$ cat src/rtl/raw_window_3x3_pkg.sv
// Shared constants for the raw 3x3 window generator: default pixel width,
// counter width, tap count and the tap indices consumers rely on.
package raw_window_3x3_pkg;

  localparam int DEF_DATA_WIDTH = 10;
  localparam int CNT_W          = 12;
  localparam int WIN_TAPS       = 9;

  // Tap k = 3*i + j; row i=0 is the oldest line, column j=0 the oldest pixel.
  localparam int TAP_TL     = 0;
  localparam int TAP_TR     = 2;
  localparam int TAP_CENTRE = 4;
  localparam int TAP_BL     = 6;
  localparam int TAP_BR     = 8;

  function automatic int tap_lsb(input int k, input int dw);
    return k * dw;
  endfunction

endpackage

$ cat src/rtl/raw_window_3x3_if.sv
// Pixel-in / window-out bundle of the raw 3x3 window generator.
// data_valid_in qualifies data_in for one cycle; there is no ready, the
// source never stalls and a window is lost if the consumer cannot take it.
interface raw_window_3x3_if #(parameter int DATA_WIDTH = 10);
  import raw_window_3x3_pkg::*;

  logic                           data_valid_in;
  logic [DATA_WIDTH-1:0]          data_in;
  logic                           win_valid_out;
  logic [WIN_TAPS*DATA_WIDTH-1:0] win_out;
  logic [CNT_W-1:0]               win_row_out;
  logic [CNT_W-1:0]               win_col_out;
  logic                           frame_done_out;

  modport master (
    output data_valid_in, data_in,
    input  win_valid_out, win_out, win_row_out, win_col_out, frame_done_out
  );

  modport slave (
    input  data_valid_in, data_in,
    output win_valid_out, win_out, win_row_out, win_col_out, frame_done_out
  );

endinterface

$ cat src/rtl/raw_line_ram.sv
// Two-line store packed as one word per column: asynchronous read, synchronous
// write at the same address, so a read in the write cycle returns old data.
module raw_line_ram #(
  parameter int WIDTH = 20,
  parameter int DEPTH = 6,
  parameter int AW    = 3
) (
  input  logic             clk_in,
  input  logic             we,
  input  logic [AW-1:0]    addr,
  input  logic [WIDTH-1:0] wr_data,
  output logic [WIDTH-1:0] rd_data
);

  logic [WIDTH-1:0] mem [DEPTH];

  assign rd_data = mem[addr];

  // Contents are deliberately not reset; stale lines never reach a valid window.
  always_ff @(posedge clk_in) begin
    if (we) mem[addr] <= wr_data;
  end

endmodule

$ cat src/rtl/raw_window_3x3.sv
// Streaming 3x3 raw neighbourhood generator: raster counters, two-line store
// and a shifting window, emitting one window per pixel with full neighbourhood.
module raw_window_3x3
  import raw_window_3x3_pkg::*;
#(
  parameter int DATA_WIDTH = DEF_DATA_WIDTH,
  parameter int HSIZE      = 6,
  parameter int VSIZE      = 6
) (
  input logic             clk_in,
  input logic             rst_n_in,
  raw_window_3x3_if.slave bus
);

  localparam int AW = (HSIZE > 1) ? $clog2(HSIZE) : 1;
  localparam int DW = DATA_WIDTH;

  logic [CNT_W-1:0]       col, row;
  logic                   last_col, last_row, qual;
  logic [DW-1:0]          lb1_rd, lb2_rd;
  logic [WIN_TAPS*DW-1:0] win_q, win_d;

  assign last_col = (col == CNT_W'(HSIZE - 1));
  assign last_row = (row == CNT_W'(VSIZE - 1));
  assign qual     = bus.data_valid_in && (row >= CNT_W'(2)) && (col >= CNT_W'(2));

  // Each entry holds {row r-2, row r-1}; writing {old r-1, new pixel} ages both lines.
  raw_line_ram #(
    .WIDTH (2 * DW),
    .DEPTH (HSIZE),
    .AW    (AW)
  ) u_line_ram (
    .clk_in  (clk_in),
    .we      (bus.data_valid_in),
    .addr    (col[AW-1:0]),
    .wr_data ({lb1_rd, bus.data_in}),
    .rd_data ({lb2_rd, lb1_rd})
  );

  always_comb begin
    win_d = win_q;
    for (int i = 0; i < 3; i++) begin
      win_d[tap_lsb(3*i,   DW) +: DW] = win_q[tap_lsb(3*i+1, DW) +: DW];
      win_d[tap_lsb(3*i+1, DW) +: DW] = win_q[tap_lsb(3*i+2, DW) +: DW];
    end
    win_d[tap_lsb(TAP_TR, DW) +: DW] = lb2_rd;
    win_d[tap_lsb(5, DW)      +: DW] = lb1_rd;
    win_d[tap_lsb(TAP_BR, DW) +: DW] = bus.data_in;
  end

  always_ff @(posedge clk_in or negedge rst_n_in) begin
    if (!rst_n_in) begin
      col <= '0;
      row <= '0;
    end else if (bus.data_valid_in) begin
      if (last_col) begin
        col <= '0;
        row <= last_row ? '0 : row + CNT_W'(1);
      end else begin
        col <= col + CNT_W'(1);
      end
    end
  end

  // The window shifts on every accepted pixel so it is already primed at column 2.
  always_ff @(posedge clk_in or negedge rst_n_in) begin
    if (!rst_n_in) begin
      win_q              <= '0;
      bus.win_valid_out  <= 1'b0;
      bus.win_row_out    <= '0;
      bus.win_col_out    <= '0;
      bus.frame_done_out <= 1'b0;
    end else begin
      bus.win_valid_out  <= qual;
      bus.frame_done_out <= bus.data_valid_in && last_col && last_row;
      if (bus.data_valid_in) win_q <= win_d;
      if (qual) begin
        bus.win_row_out <= row - CNT_W'(1);
        bus.win_col_out <= col - CNT_W'(1);
      end
    end
  end

  assign bus.win_out = win_q;

endmodule
$ cat src/flat_wrapper.sv
// flat-port wrapper written by rule: the top's interface ports become plain ports
module raw_window_3x3_flat import raw_window_3x3_pkg::*;
#(
  parameter int DATA_WIDTH = DEF_DATA_WIDTH,
  parameter int HSIZE      = 6,
  parameter int VSIZE      = 6
)
  (clk_in, rst_n_in, bus_data_valid_in, bus_data_in, bus_win_valid_out, bus_win_out, bus_win_row_out, bus_win_col_out, bus_frame_done_out);
  raw_window_3x3_if #(.DATA_WIDTH(DATA_WIDTH)) bus_i ();
  input logic clk_in;
  input logic rst_n_in;
  input wire logic [$bits(bus_i.data_valid_in)-1:0] bus_data_valid_in;
  input wire logic [$bits(bus_i.data_in)-1:0] bus_data_in;
  output wire logic [$bits(bus_i.win_valid_out)-1:0] bus_win_valid_out;
  output wire logic [$bits(bus_i.win_out)-1:0] bus_win_out;
  output wire logic [$bits(bus_i.win_row_out)-1:0] bus_win_row_out;
  output wire logic [$bits(bus_i.win_col_out)-1:0] bus_win_col_out;
  output wire logic [$bits(bus_i.frame_done_out)-1:0] bus_frame_done_out;
  assign bus_i.data_valid_in = bus_data_valid_in;
  assign bus_i.data_in = bus_data_in;
  assign bus_win_valid_out = bus_i.win_valid_out;
  assign bus_win_out = bus_i.win_out;
  assign bus_win_row_out = bus_i.win_row_out;
  assign bus_win_col_out = bus_i.win_col_out;
  assign bus_frame_done_out = bus_i.frame_done_out;
  raw_window_3x3 #(.DATA_WIDTH(DATA_WIDTH), .HSIZE(HSIZE), .VSIZE(VSIZE)) u_core (.clk_in(clk_in), .rst_n_in(rst_n_in), .bus(bus_i));
endmodule
$ cat config.mk
export PLATFORM = sky130hd
export DESIGN_NAME = raw_window_3x3_flat
export DESIGN_NICKNAME = d
export VERILOG_FILES = /design/src/rtl/raw_window_3x3_pkg.sv /design/src/rtl/raw_window_3x3_if.sv /design/src/rtl/raw_line_ram.sv /design/src/rtl/raw_window_3x3.sv /design/src/flat_wrapper.sv
export SDC_FILE = /design/constraint.sdc
export NUM_CORES = 1
export LEC_CHECK = 0
export BUFFER_PORTS_ARGS = -buffer_cell sky130_fd_sc_hd__buf_2
export CAP_MARGIN = 20
export CORE_ASPECT_RATIO = 0.75
export CORE_MARGIN = 1.5
export CORE_UTILIZATION = 61
export CTS_CLUSTER_DIAMETER = 100
export DETAILED_ROUTE_END_ITERATION = 6
export GPL_TIMING_DRIVEN = 0
export PLACE_DENSITY = 0.83
export SLEW_MARGIN = 30
export SYNTH_ARGS = -nofsm -noshare
export SYNTH_HDL_FRONTEND = slang
export SYNTH_SLANG_ARGS = --single-unit
export TNS_END_PERCENT = 50
$ cat constraint.sdc
create_clock -name clk_in -period 8.4 [get_ports clk_in]
set_input_delay 0.84 -clock clk_in [delete_from_list [all_inputs] [get_ports clk_in]]
set_output_delay 0.84 -clock clk_in [all_outputs]
set_load 0.02 [all_outputs]
Yosys cells after proc, flatten, opt, wreduce, memory -nomap -nowiden. Memories as Yosys holds them, arrays and structs flattened. Index checks and enable logic that the tools add are counted. W data, S select, Z words.

Memories kept: 1. Memory bits (writable): 120. Register bits after elaboration: 140. Input bits: 13. Output and inout port bits: 116.

Reductions and logical operators: 5. $add $sub $neg: 4. Magnitude comparators: 2. Mux-type cells: 4. Eq/ne operators: 2.

Memory list: u_core.u_line_ram.mem (words 6, width 20, rd ports 1, clocked after memory_dff 0, wr ports 1, RTL line raw_line_ram.sv:15) `logic [WIDTH-1:0] mem [DEPTH];`.

Operators with widths (number): $add A12 B1 Y12 const B (2); $eq A12 B3 Y1 const B (2); $ge A12 B2 Y1 const B (2); $mux W12 (2); $sub A12 B1 Y12 const B (2); $logic_and A1 B1 Y1 (4); $mux W1 (2); $reduce_and A2 Y1 (1).

Longest topological paths before layout.
Depth after elaboration: 3. Mapped depth: 9.

Hierarchy. From an unflattened synthesis, not the netlist that was laid out.

Cells, all modules: 700. Area total of the unflattened synthesis: 10771.6 um2.

By module, submodules not included: raw_window_3x3 (area each 6015.8 um2, cells an instance 454, times used 1, seq. area each 3503.4 um2); raw_line_ram (area each 4755.8 um2, cells an instance 246, times used 1, seq. area each 3603.5 um2).

Worst setup path before layout. OpenSTA, ideal clock, no wires.

Kind: input to register. Start point: input port bus_data_valid_in. End point: memory u_core.u_line_ram.mem[0][0], enable pin. Arrival time: 2.804 ns. Stages on the path: 4. Buffers on the path: 2. Setup slack: 5.174 ns. Path through: buf_2 > clkbuf_1 > nand2b_1 > nor3_1.

Cells in the longest elaborated chain, start to end: 2.

RTL lines: start, declared (RTL line flat_wrapper.sv:12) `input wire logic [$bits(bus_i.data_valid_in)-1:0] bus_data_valid_in;`; $mux W1 (RTL line raw_line_ram.sv:21) `if (we) mem[addr] <= wr_data;`; $mux W1 (implied by the code) (RTL line raw_line_ram.sv:21); end, declared (RTL line raw_line_ram.sv:15).

Every way passes these cells.

Final worst setup path.
Start point: register u_core.col[0]. End point: register u_core.bus.win_col_out[10].

Cells in the longest elaborated chain, start to end: 2. Elaborated cells on any way between the ends: 3. Those cells by class: 1 x add/sub; 1 x order compare; 1 x reduce/logical.

RTL lines: start, declared (RTL line raw_window_3x3.sv:18) `logic [CNT_W-1:0] col, row;`; start signal, assigned (RTL line raw_window_3x3.sv:60) `col <= col + CNT_W'(1);`; $ge A12 B2 Y1 (RTL line raw_window_3x3.sv:25) `assign qual = bus.data_valid_in && (row >= CNT_W'(2)) && (col >= CNT_W'(2));`; $logic_and A1 B1 Y1 (RTL line raw_window_3x3.sv:25); end signal, assigned (RTL line raw_window_3x3.sv:79) `bus.win_col_out <= col - CNT_W'(1);`; end, declared (RTL line raw_window_3x3_if.sv:22) `output win_valid_out, win_out, win_row_out, win_col_out, frame_done_out`.

Parallel ways exist; a longest one is shown, timed or not. A chain may end at the register's enable or synchronous reset.

==> metrics.txt <==
Crit Path Max Fanout 11; Reg-to-Reg End u_core.bus.win_col_out[10]; most frequent cells in the layout 141 x buf_2, 140 x dfrtp_1, 120 x edfxtp_1; period utilisation layout 37.92%; DP HPWL approximately 15,000 microns; ratio of cells with drive above 1 in the final layout approximately 36%; Core Area 16,980 sq um; Die Footprint around 18,000 sq um; worst-margin pin slew 857.9 ps; area of the multi-input gates around 3300 sq um; Synth Area in Simple Gates 6.958%; sequential area share after synthesis 66.65%; CTS sink count 260; EDFF count, synth 120; drc violations 0; area share of fa/ha/maj cells after synthesis 0.9387%; Yosys cell types 53; Post-Syn Area per Cell 15.23 sq um; TritonCTS clock tree done; IO Pins roughly 130; clock power share 24.5%; Synth Instances 700; RSZ-0062 raised after global routing false; post-route ant nets 0; DR vias/cell 5.934; Post-CTS Setup Bufs 0; share of total power in combinational logic about a third; Ys Warns 0; CTS H-Tree Depth 1; final net count around 890; Tot GR Track Use 25.52%; Setup crit start kind register; Reg2Reg Depth 8; xor and xnor area share after synthesis 2.382%; clock slew at reported path FFs about 60 ps; Resize count post-CTS 0; multiplexer share of the synthesized area between 15 and 20%; Worst Path Required roughly 8800 ps; min cycle time layout 3185 ps; max_slew headroom 42.81%; drt wl/cell roughly 20 microns; DR vias roughly 6,600; P per Cell Area about 350 nW/um^2; clock skew after layout 11.36 ps; Max IR drop VDD around 0.23 mV; Post-Syn Nets 721; Pins Over Slew Limit 0; Port Buffer Count 127; chip width 155.7 microns; CTS Hold Bufs 0; Synth Cell Area 10,660 sq um; vias in the first global route between 6,000 and 7,000; r2r startpoint u_core.col[0]; initial antenna violation count 0; CTS Buf Count 24; DRT Wirelength 23,030 microns; initial detailed-routing violation count 654; Psw 0.001516 W; Synth Flop Type dfrtp_1; Longest Clk Path Bufs 3; f_max 313.9 MHz; Async SR Flop Fraction 53.85%; Area Overhead vs Synth 17.52%; most common cell after layout, fill and taps aside buf_2; DRT Pass-1 Iters 5; Initial Util 62.80%; grt total ovfl 0; Synth Area in Compound Gates 4.189%; Pint about 0.0029 W; R2R Setup Slk 5210 ps; Chip Height 117.5 microns; kind of critical path reg -> reg; GP Congestion 0.8433; setup violators final 0; fill count 1,028; final setup TNS 0 ps; leakage 5.239 nW; antenna cells 0; Reg area 7107 sq um; Root Driver clkbuf_16; outcome finished clean; Reg power frac 43.2%; largest family of logic cells by synthesized area multiplexers; first-pass GRT wire length approximately 36,000 microns; largest net degree at the start of global routing 85; row count 41; worst skew pair latency 530 ps; Switching Fraction 34.65%; Hold/Removal Path Class in -> async; CP arrival 3580 ps; crit path from u_core.col[0]; crit path capture type register; Max-Cap Viols 0; Final Hold Vio Count 0; WHS roughly 240 ps; Yosys reg bits 260
power by group through the flow:
| stage | sequential, W | combinational (W) | clock (W) |
|---|---|---|---|
| 6_report | 0.00189 | 0.00141 | 0.00107 |
| 5_1_grt | 0.00192 | 0.00151 | 0.00113 |
| 4_1_cts | 0.00189 | 0.00141 | 0.00108 |
| 3_5_place_dp | 0.00191 | 0.00140 | 0 |
| 3_3_place_gp | 0.00189 | 0.00133 | 0 |
| 2_1_floorplan | 0.00212 | 0.000663 | 0 |
synth_stat cells (12+ instances only):
master | n | area, sq um
mux2_2 | 90 | 1013
o21ai_0 | 14 | 70.07
a22oi_1 | 15 | 112.6
mux2_1 | 18 | 202.7
mux2i_1 | 20 | 200.2
dfrtp_1 | 140 | 3503
xor2_1 | 12 | 105.1
edfxtp_1 | 120 | 3603
nand3_1 | 19 | 95.09
inv_1 | 17 | 63.81
clkbuf_1 | 13 | 48.80
buf_2 | 15 | 75.07
xnor2_1 | 17 | 148.9
nand2_1 | 27 | 101.4
nor2_1 | 20 | 75.07
routing by layer:
metal  wire (microns)  vias up  track usage, %
met5                0        -               0
met4              656        0           8.393
met3             1875       61           4.308
met2            11100      333           41.13
met1             9400     3321           35.86
li1                 -     2931               -
per-stage QoR:
| stage | setup slack [ps] | power, W | utilization, % | std cells | instance area, sq um |
|---|---|---|---|---|---|
| after CTS | 5255 | 0.004387 | 73.80 | 1120 | 12530 |
| after global placement | 3677 | 0.003218 | 68.28 | 1063 | 11590 |
| final | 5215 | 0.004376 | 73.80 | 1120 | 12530 |
| after global routing | 5060 | 0.004562 | 73.80 | 1120 | 12530 |
| after detailed placement | 5210 | 0.003308 | 69.23 | 1076 | 11760 |
| after floorplan | 5174 | 0.002786 | - | 700 | 10660 |
cells by family after synthesis:
group | after synthesis
multiplexers | 143
AND/OR/NAND/NOR | 132
flip-flops | 260
AO/OA/AOI/OAI | 66
buffers and inverters | 62
XOR/XNOR | 29
adder cells (fa/ha/maj) | 8
critical path, cell delays in order, from the launching register on:
cell      delay (ps)
dfrtp_1          460
inv_1            180
buf_2            260
buf_1            640
ha_1             290
nor3b_1          560
nand4b_1         220
xnor2_1          170
mux2_1           280
how the worst max path moves through the flow:
| stage | depth (start not counted) | slack [ps] | to |
|---|---|---|---|
| 2_1_floorplan | 4 | 5170 | u_core.u_line_ram.mem[0][0] |
| 3_3_place_gp | 4 | 3680 | u_core.u_line_ram.mem[2][0] |
| 3_5_place_dp | 4 | 5210 | u_core.u_line_ram.mem[5][11] |
| 4_1_cts | 8 | 5260 | u_core.bus.win_col_out[10] |
| 5_1_grt | 8 | 5060 | u_core.bus.win_col_out[10] |
| 6_report | 8 | 5210 | u_core.bus.win_col_out[10] |
state kept, by name, summed over array words and instances, names as in the netlist:
| name | flops |
|---|---|
| u_core.bus.win_out | 90 |
| u_core.u_line_ram.mem | 120 |
| u_core.bus.win_valid_out | 1 |
| u_core.row | 12 |
| u_core.bus.win_row_out | 12 |
| u_core.bus.win_col_out | 12 |
| u_core.bus.frame_done_out | 1 |
| u_core.col | 12 |
area by class of cell:
cell class,instances,share of cell area (%)
inverters,17,0.5092
clock buffers,34,5.332
multi-input cells,378,26.13
well taps,236,2.356
plain buffers,45,1.917
repair buffers,140,6.181
clock inverters,10,0.8587
flip-flops and latches,260,56.71
(Power assumes the default switching activity.)
